**src/rtl/mult_result_spi_tx_pkg.sv**
```systemverilog
// Shared types for the multiplier-result SPI transmitter: FSM states, shift-register modes
// and the SPI mode constant.
package mult_result_spi_tx_pkg;

  typedef enum logic [1:0] {
    StIdle   = 2'b00,
    StLoaded = 2'b01,
    StShift  = 2'b10,
    StDrain  = 2'b11
  } state_e;

  typedef enum logic [1:0] {
    ShHold  = 2'b00,
    ShPload = 2'b01,
    ShLeft  = 2'b10
  } sh_mode_e;

  localparam int unsigned SpiMode = 0;

endpackage

```
**src/rtl/mult_result_spi_tx_if.sv**
```systemverilog
// Bus between the multiplier / SPI master side and the result transmitter.
interface mult_result_spi_tx_if #(
  parameter int unsigned width = 4
);
  logic [2*width-1:0] res;
  logic               done;
  logic               sclk;
  logic               cs_n;
  logic               miso;
  logic               miso_oe;
  logic               tx_ready;
  logic               pending;
  logic               overrun;

  modport master (
    output res, done, sclk, cs_n,
    input  miso, miso_oe, tx_ready, pending, overrun
  );

  modport slave (
    input  res, done, sclk, cs_n,
    output miso, miso_oe, tx_ready, pending, overrun
  );
endinterface

```
**src/rtl/mult_result_spi_tx_spi_pin_sync.sv**
```systemverilog
// Multi-flop synchronizer for an asynchronous SPI pin plus a history flop for edge pulses.
module mult_result_spi_tx_spi_pin_sync #(
  parameter int unsigned SYNC_STAGES = 2,
  parameter bit          ResetVal    = 1'b0
) (
  input  logic clk,
  input  logic rst_n,
  input  logic din_i,
  output logic level_o,
  output logic rise_o,
  output logic fall_o
);

  logic [SYNC_STAGES-1:0] sync_q;
  logic                   hist_q;

  always_ff @(posedge clk or negedge rst_n) begin
    if (!rst_n) begin
      sync_q <= {SYNC_STAGES{ResetVal}};
      hist_q <= ResetVal;
    end else begin
      sync_q <= {sync_q[SYNC_STAGES-2:0], din_i};
      hist_q <= sync_q[SYNC_STAGES-1];
    end
  end

  assign level_o = sync_q[SYNC_STAGES-1];
  assign rise_o  = level_o & ~hist_q;
  assign fall_o  = ~level_o & hist_q;

endmodule

```
**src/rtl/mult_result_spi_tx.sv**
```systemverilog
// Captures multiplier results (one in the shift register, one pending) and shifts them out
// MSB-first as an SPI mode-0 slave, oversampling sclk/cs_n in the clk domain.
module mult_result_spi_tx
  import mult_result_spi_tx_pkg::*;
#(
  parameter int unsigned width       = 4,
  parameter int unsigned SYNC_STAGES = 2
) (
  input logic                 clk,
  input logic                 rst_n,
  mult_result_spi_tx_if.slave bus
);

  localparam int unsigned ResW = 2 * width;
  localparam int unsigned CntW = $clog2(ResW);
  localparam logic [CntW-1:0] LastBit = CntW'(ResW - 1);

  state_e          state_q, state_d;
  sh_mode_e        sh_mode;
  logic [ResW-1:0] sh_din, shreg_q;
  logic [ResW-1:0] pend_q, pend_d;
  logic            pend_valid_q, pend_valid_d;
  logic            overrun_q, overrun_d;
  logic [CntW-1:0] cnt_q, cnt_d;
  logic            leave;

  logic sclk_s, sclk_rise, sclk_fall;
  logic cs_n_s, cs_rise, cs_fall;
  logic unused_edges;

  mult_result_spi_tx_spi_pin_sync #(
    .SYNC_STAGES(SYNC_STAGES),
    .ResetVal   (1'b0)
  ) u_sclk_sync (
    .clk    (clk),
    .rst_n  (rst_n),
    .din_i  (bus.sclk),
    .level_o(sclk_s),
    .rise_o (sclk_rise),
    .fall_o (sclk_fall)
  );

  mult_result_spi_tx_spi_pin_sync #(
    .SYNC_STAGES(SYNC_STAGES),
    .ResetVal   (1'b1)
  ) u_cs_sync (
    .clk    (clk),
    .rst_n  (rst_n),
    .din_i  (bus.cs_n),
    .level_o(cs_n_s),
    .rise_o (cs_rise),
    .fall_o (cs_fall)
  );

  assign unused_edges = sclk_s ^ sclk_rise ^ cs_rise;

  always_comb begin
    state_d      = state_q;
    cnt_d        = cnt_q;
    pend_d       = pend_q;
    pend_valid_d = pend_valid_q;
    overrun_d    = overrun_q;
    sh_mode      = ShHold;
    sh_din       = pend_q;
    leave        = 1'b0;

    unique case (state_q)
      StIdle: begin
        if (bus.done) begin
          sh_mode = ShPload;
          sh_din  = bus.res;
          state_d = StLoaded;
        end
      end
      StLoaded: begin
        if (cs_fall) begin
          state_d = StShift;
          cnt_d   = '0;
        end
      end
      StShift: begin
        if (cs_n_s) begin
          leave = 1'b1;
        end else if (sclk_fall) begin
          sh_mode = ShLeft;
          cnt_d   = cnt_q + 1'b1;
          if (cnt_q == LastBit) state_d = StDrain;
        end
      end
      StDrain: begin
        if (cs_n_s) leave = 1'b1;
      end
    endcase

    // Frame end or abort: promote the pending result, else clear the shifter and idle.
    if (leave) begin
      sh_mode = ShPload;
      if (pend_valid_q) begin
        sh_din       = pend_q;
        pend_valid_d = 1'b0;
        state_d      = StLoaded;
      end else begin
        sh_din  = '0;
        state_d = StIdle;
      end
    end

    // Evaluated after the promotion so a same-cycle done lands in the freed pending slot.
    if (bus.done && (state_q != StIdle)) begin
      if (!pend_valid_d) begin
        pend_d       = bus.res;
        pend_valid_d = 1'b1;
      end else begin
        overrun_d = 1'b1;
      end
    end
  end

  always_ff @(posedge clk or negedge rst_n) begin
    if (!rst_n) begin
      state_q      <= StIdle;
      cnt_q        <= '0;
      pend_q       <= '0;
      pend_valid_q <= 1'b0;
      overrun_q    <= 1'b0;
    end else begin
      state_q      <= state_d;
      cnt_q        <= cnt_d;
      pend_q       <= pend_d;
      pend_valid_q <= pend_valid_d;
      overrun_q    <= overrun_d;
    end
  end

  always_ff @(posedge clk or negedge rst_n) begin
    if (!rst_n) begin
      shreg_q <= '0;
    end else begin
      unique case (sh_mode)
        ShPload: shreg_q <= sh_din;
        ShLeft:  shreg_q <= {shreg_q[ResW-2:0], 1'b0};
        default: shreg_q <= shreg_q;
      endcase
    end
  end

  // In LOADED the MSB is only presented while deselected, so a result that arrives in
  // the middle of someone else's frame cannot disturb the zeros that frame is reading.
  assign bus.miso     = (state_q == StShift || (state_q == StLoaded && cs_n_s)) ?
                        shreg_q[ResW-1] : 1'b0;
  assign bus.miso_oe  = ~cs_n_s;
  assign bus.tx_ready = (state_q == StLoaded);
  assign bus.pending  = pend_valid_q;
  assign bus.overrun  = overrun_q;

endmodule
```
**src/flat_wrapper.sv**
```systemverilog
// flat-port wrapper written by rule: the top's interface ports become plain ports
module mult_result_spi_tx_flat import mult_result_spi_tx_pkg::*;
#(
  parameter int unsigned width       = 4,
  parameter int unsigned SYNC_STAGES = 2
)
  (clk, rst_n, bus_res, bus_done, bus_sclk, bus_cs_n, bus_miso, bus_miso_oe, bus_tx_ready, bus_pending, bus_overrun);
  mult_result_spi_tx_if #(.width(width)) bus_i ();
  input logic clk;
  input logic rst_n;
  input wire logic [$bits(bus_i.res)-1:0] bus_res;
  input wire logic [$bits(bus_i.done)-1:0] bus_done;
  input wire logic [$bits(bus_i.sclk)-1:0] bus_sclk;
  input wire logic [$bits(bus_i.cs_n)-1:0] bus_cs_n;
  output wire logic [$bits(bus_i.miso)-1:0] bus_miso;
  output wire logic [$bits(bus_i.miso_oe)-1:0] bus_miso_oe;
  output wire logic [$bits(bus_i.tx_ready)-1:0] bus_tx_ready;
  output wire logic [$bits(bus_i.pending)-1:0] bus_pending;
  output wire logic [$bits(bus_i.overrun)-1:0] bus_overrun;
  assign bus_i.res = bus_res;
  assign bus_i.done = bus_done;
  assign bus_i.sclk = bus_sclk;
  assign bus_i.cs_n = bus_cs_n;
  assign bus_miso = bus_i.miso;
  assign bus_miso_oe = bus_i.miso_oe;
  assign bus_tx_ready = bus_i.tx_ready;
  assign bus_pending = bus_i.pending;
  assign bus_overrun = bus_i.overrun;
  mult_result_spi_tx #(.width(width), .SYNC_STAGES(SYNC_STAGES)) u_core (.clk(clk), .rst_n(rst_n), .bus(bus_i));
endmodule
```
**config.mk**
```make
export PLATFORM = sky130hd
export DESIGN_NAME = mult_result_spi_tx_flat
export DESIGN_NICKNAME = d
export VERILOG_FILES = /design/src/rtl/mult_result_spi_tx_pkg.sv /design/src/rtl/mult_result_spi_tx_if.sv /design/src/rtl/mult_result_spi_tx_spi_pin_sync.sv /design/src/rtl/mult_result_spi_tx.sv /design/src/flat_wrapper.sv
export SDC_FILE = /design/constraint.sdc
export NUM_CORES = 1
export LEC_CHECK = 0
export BUFFER_PORTS_ARGS = -buffer_cell sky130_fd_sc_hd__buf_4
export CORE_ASPECT_RATIO = 1.75
export CORE_UTILIZATION = 47
export DETAILED_ROUTE_END_ITERATION = 6
export HOLD_SLACK_MARGIN = 0.05
export PLACE_DENSITY = 0.68
export SYNTH_ARGS = -nofsm -noshare
export SYNTH_HDL_FRONTEND = slang
export SYNTH_SLANG_ARGS = --single-unit
```
**constraint.sdc**
```tcl
create_clock -name clk -period 5.27 [get_ports clk]
set_input_delay 0.2635 -clock clk [delete_from_list [all_inputs] [get_ports clk]]
set_output_delay 0.2635 -clock clk [all_outputs]
set_load 0.01 [all_outputs]
```
==> results.md <==
- Syn. warnings: 0
- Final net count: roughly 190
- Port bufs: 17
- Number of fill cells in the layout: 315
- DR WL/cell: 14.6 µm
- Num rows: 27
- Hold WS: 0.0858 ns
- Post-CTS Setup Bufs: 0
- Clk Latency, worst-skew pair: 0.28 ns
- WL final: 3070 µm
- Synthesized cell area: 1580 µm²
- Async SR Flop Fraction: 100%
- Number of global-route vias before repair: 1,237
- Yosys cell types: 31
- Worst slew pin tran: 0.656 ns
- Worst-path cell chain: inv_1 > ha_1 > o21a_1 > nor2_1 > ha_1 > nor2_1 > nand2_1 > o311ai_1
- Vias/cell: ~5.5
- Initial core utilization: 49.8%
- Design Area, Final: 1800 µm²
- Outcome: finished, final reports clean
- Fmax: about 350 MHz
- Drt pass-1 iters: 4
- CP delay by family, top: adder cells
- Cell accounting for the most synthesized area: dfrtp_1
- Syn avg cell area: 10.6 µm²
- DP Area: around 1700 µm²
- Worst VDD drop: 0.267 mV
- Final Cycle Share: 54.3%
- # IOs: 18
- Worst hold path type: input port to register
- First-pass GRT wire length: 5310 µm
- Detail Placement HPWL: 2350 µm
- Antenna-violating nets left: 0
- Die ar.: 3610 µm²
- Total GRT Usage: 20.5%
- Die Width: 45.8 µm
- Clock-pin slew of the registers on the worst-case setup and hold paths: 0.06 ns
- Most frequent cells after synthesis: 26 x dfrtp_1, 14 x nand2_1, 13 x a21oi_1
- Setup Crit Path Kind: register to register
- Slowest-stage cell, CP: nor2_1
- Drt initial violations: 42
- H-tree depth: 2
- CTS Sinks: 29
- Ant. Diodes: 0
- Fin. Hold Viols: 0
- Leak Pwr: 0.000807 µW
- Die height: 78.7 µm
- Slew Limit Fails: 0
- GRT overflow: 0
- Yosys top cell area share: between 40% and 50%
- CTS Root Cell: clkbuf_8
- Post-CTS sizing: 0
- Main synth FF type: dfrtp_1
- Final setup fails: 0
- WP buf/inv: 1
- Largest net degree at the start of global routing: 30
- Crit-path max cell delay: 0.59 ns
- GPL Wtd Cong: roughly 0.9
- Post-synthesis cell count: 149
- TNS Setup: 0 ns
- Clk buf depth: 2
- Clock Skews: 0.00694 ns
- Slew margin rel.: 56.1%
- Vias: 1,154
- CTS tree: yes
- Crit end category: register
- Count leader, synth: dfrtp_1
- FF+latch count, synth: 29
- Crit path launch type: register
- Initial antenna violation count: 0
- CP arrival: 3.05 ns
- Floorplan core area: 3180 µm²
- CP max FO: 16
- Seq. cell area: 729 µm²
- Layout cell share with drive strength beyond 1: 23.8%
- TritonCTS buffer count: 5
- Pwr/cell area: between 500 and 600 nW/µm²
- Sequential share of the synthesized area: 46.2%
- DRC viols: 0
- Final Critical Period: 2.86 ns
- RSZ-0062 raised after global routing: no
- Core Util, Final: 56.8%
- Synth area leaders: dfrtp_1 41%, ha_1 6.3%, mux2_1 5.7%, dfstp_2 5.0%, a21oi_1 4.1%
- Net Count, Synth: between 150 and 200
- Number of synthesized flops with an enable pin: 0
- Pwr Total: 1010 µW
- Area of the multi-input gates: 758 µm²
- Synth-to-layout area growth: 14.1%
- CTS Hold Bufs: 1
- Total of max-cap violations: 0
- CP required: 5.46 ns
==> layout make-up <==
class	count	share of cell area (%)
Timing Repair Buffer	18	7.63
Inverter	11	2.29
Clock buffer	6	4.02
Sequential cell	29	40.5
Multi-Input combinational cell	102	42.1
Clock inverter	2	0.555
Tap cell	43	2.98
==> placed cells by master, fill, tap and decap left out, types with 5 or more instances in the layout <==
master	n
mux2_2	5
ha_1	8
a21oi_1	13
nand3_1	11
a31oi_1	5
mux2_1	8
clkbuf_8	5
buf_4	17
dfrtp_1	26
nand2_1	14
nor2_1	9
inv_1	11
==> flip-flops by register name, summed over array words and instances (netlist names), 2 cells and up <==
| signal | count |
|---|---|
| u_core.pend_q | 8 |
| u_core.shreg_q | 8 |
| u_core.u_sclk_sync.sync_q | 2 |
| u_core.cnt_q | 3 |
| u_core.u_cs_sync.sync_q | 2 |
| u_core.state_q | 2 |
==> routing by layer <==
metal / global-route usage, % / part of all wire [%]
met1: 20.7 / 39
met2: 35.3 / 54
met3: 5.23 / 3.2
met4: 12.6 / 3.9
met5: 0 / 0
==> power by group <==
| part | total [µW] | switching, µW | internal, µW | leakage (µW) |
|---|---|---|---|---|
| Sequential | 377 | 70.2 | 307 | 0.000338 |
| Clock | 171 | 79.8 | 91.1 | 0.0000450 |
| Combinational | 458 | 247 | 211 | 0.000423 |
==> stage by stage <==
stage | std cells | setup WS (ns)
6_report | 211 | 2.41
5_1_grt | 211 | 2.11
4_1_cts | 211 | 2.38
3_5_place_dp | 202 | 2.38
3_3_place_gp | 202 | 2.58
2_1_floorplan | 149 | 2.95
==> path summary, 6_finish.rpt <==
path,end,depth (start not counted),from,slack (ns)
setup / recovery,u_core.shreg_q[0],8,u_core.state_q[0],2.41
hold / removal,u_core.u_cs_sync.sync_q[0],1,bus_cs_n,0.09
setup reg to reg,u_core.shreg_q[0],8,u_core.state_q[0],2.41
hold reg to reg,u_core.u_sclk_sync.sync_q[1],0,u_core.u_sclk_sync.sync_q[0],0.35
max in group asynchronous,u_core.u_cs_sync.hist_q,2,rst_n,4.51
min in group asynchronous,u_core.shreg_q[1],2,rst_n,0.44
==> logic make-up after synthesis <==
logic type | after synthesis | synth area share [%]
DFF | 29 | 46.2
adders and majority gates | 8 | 6.33
and+or+nand+nor | 42 | 12.8
buffers and inverters | 18 | 5.86
muxes | 15 | 10.5
AOI/OAI and AO/OA | 37 | 18.3
No activity file was read; power rests on OpenSTA's default activity.
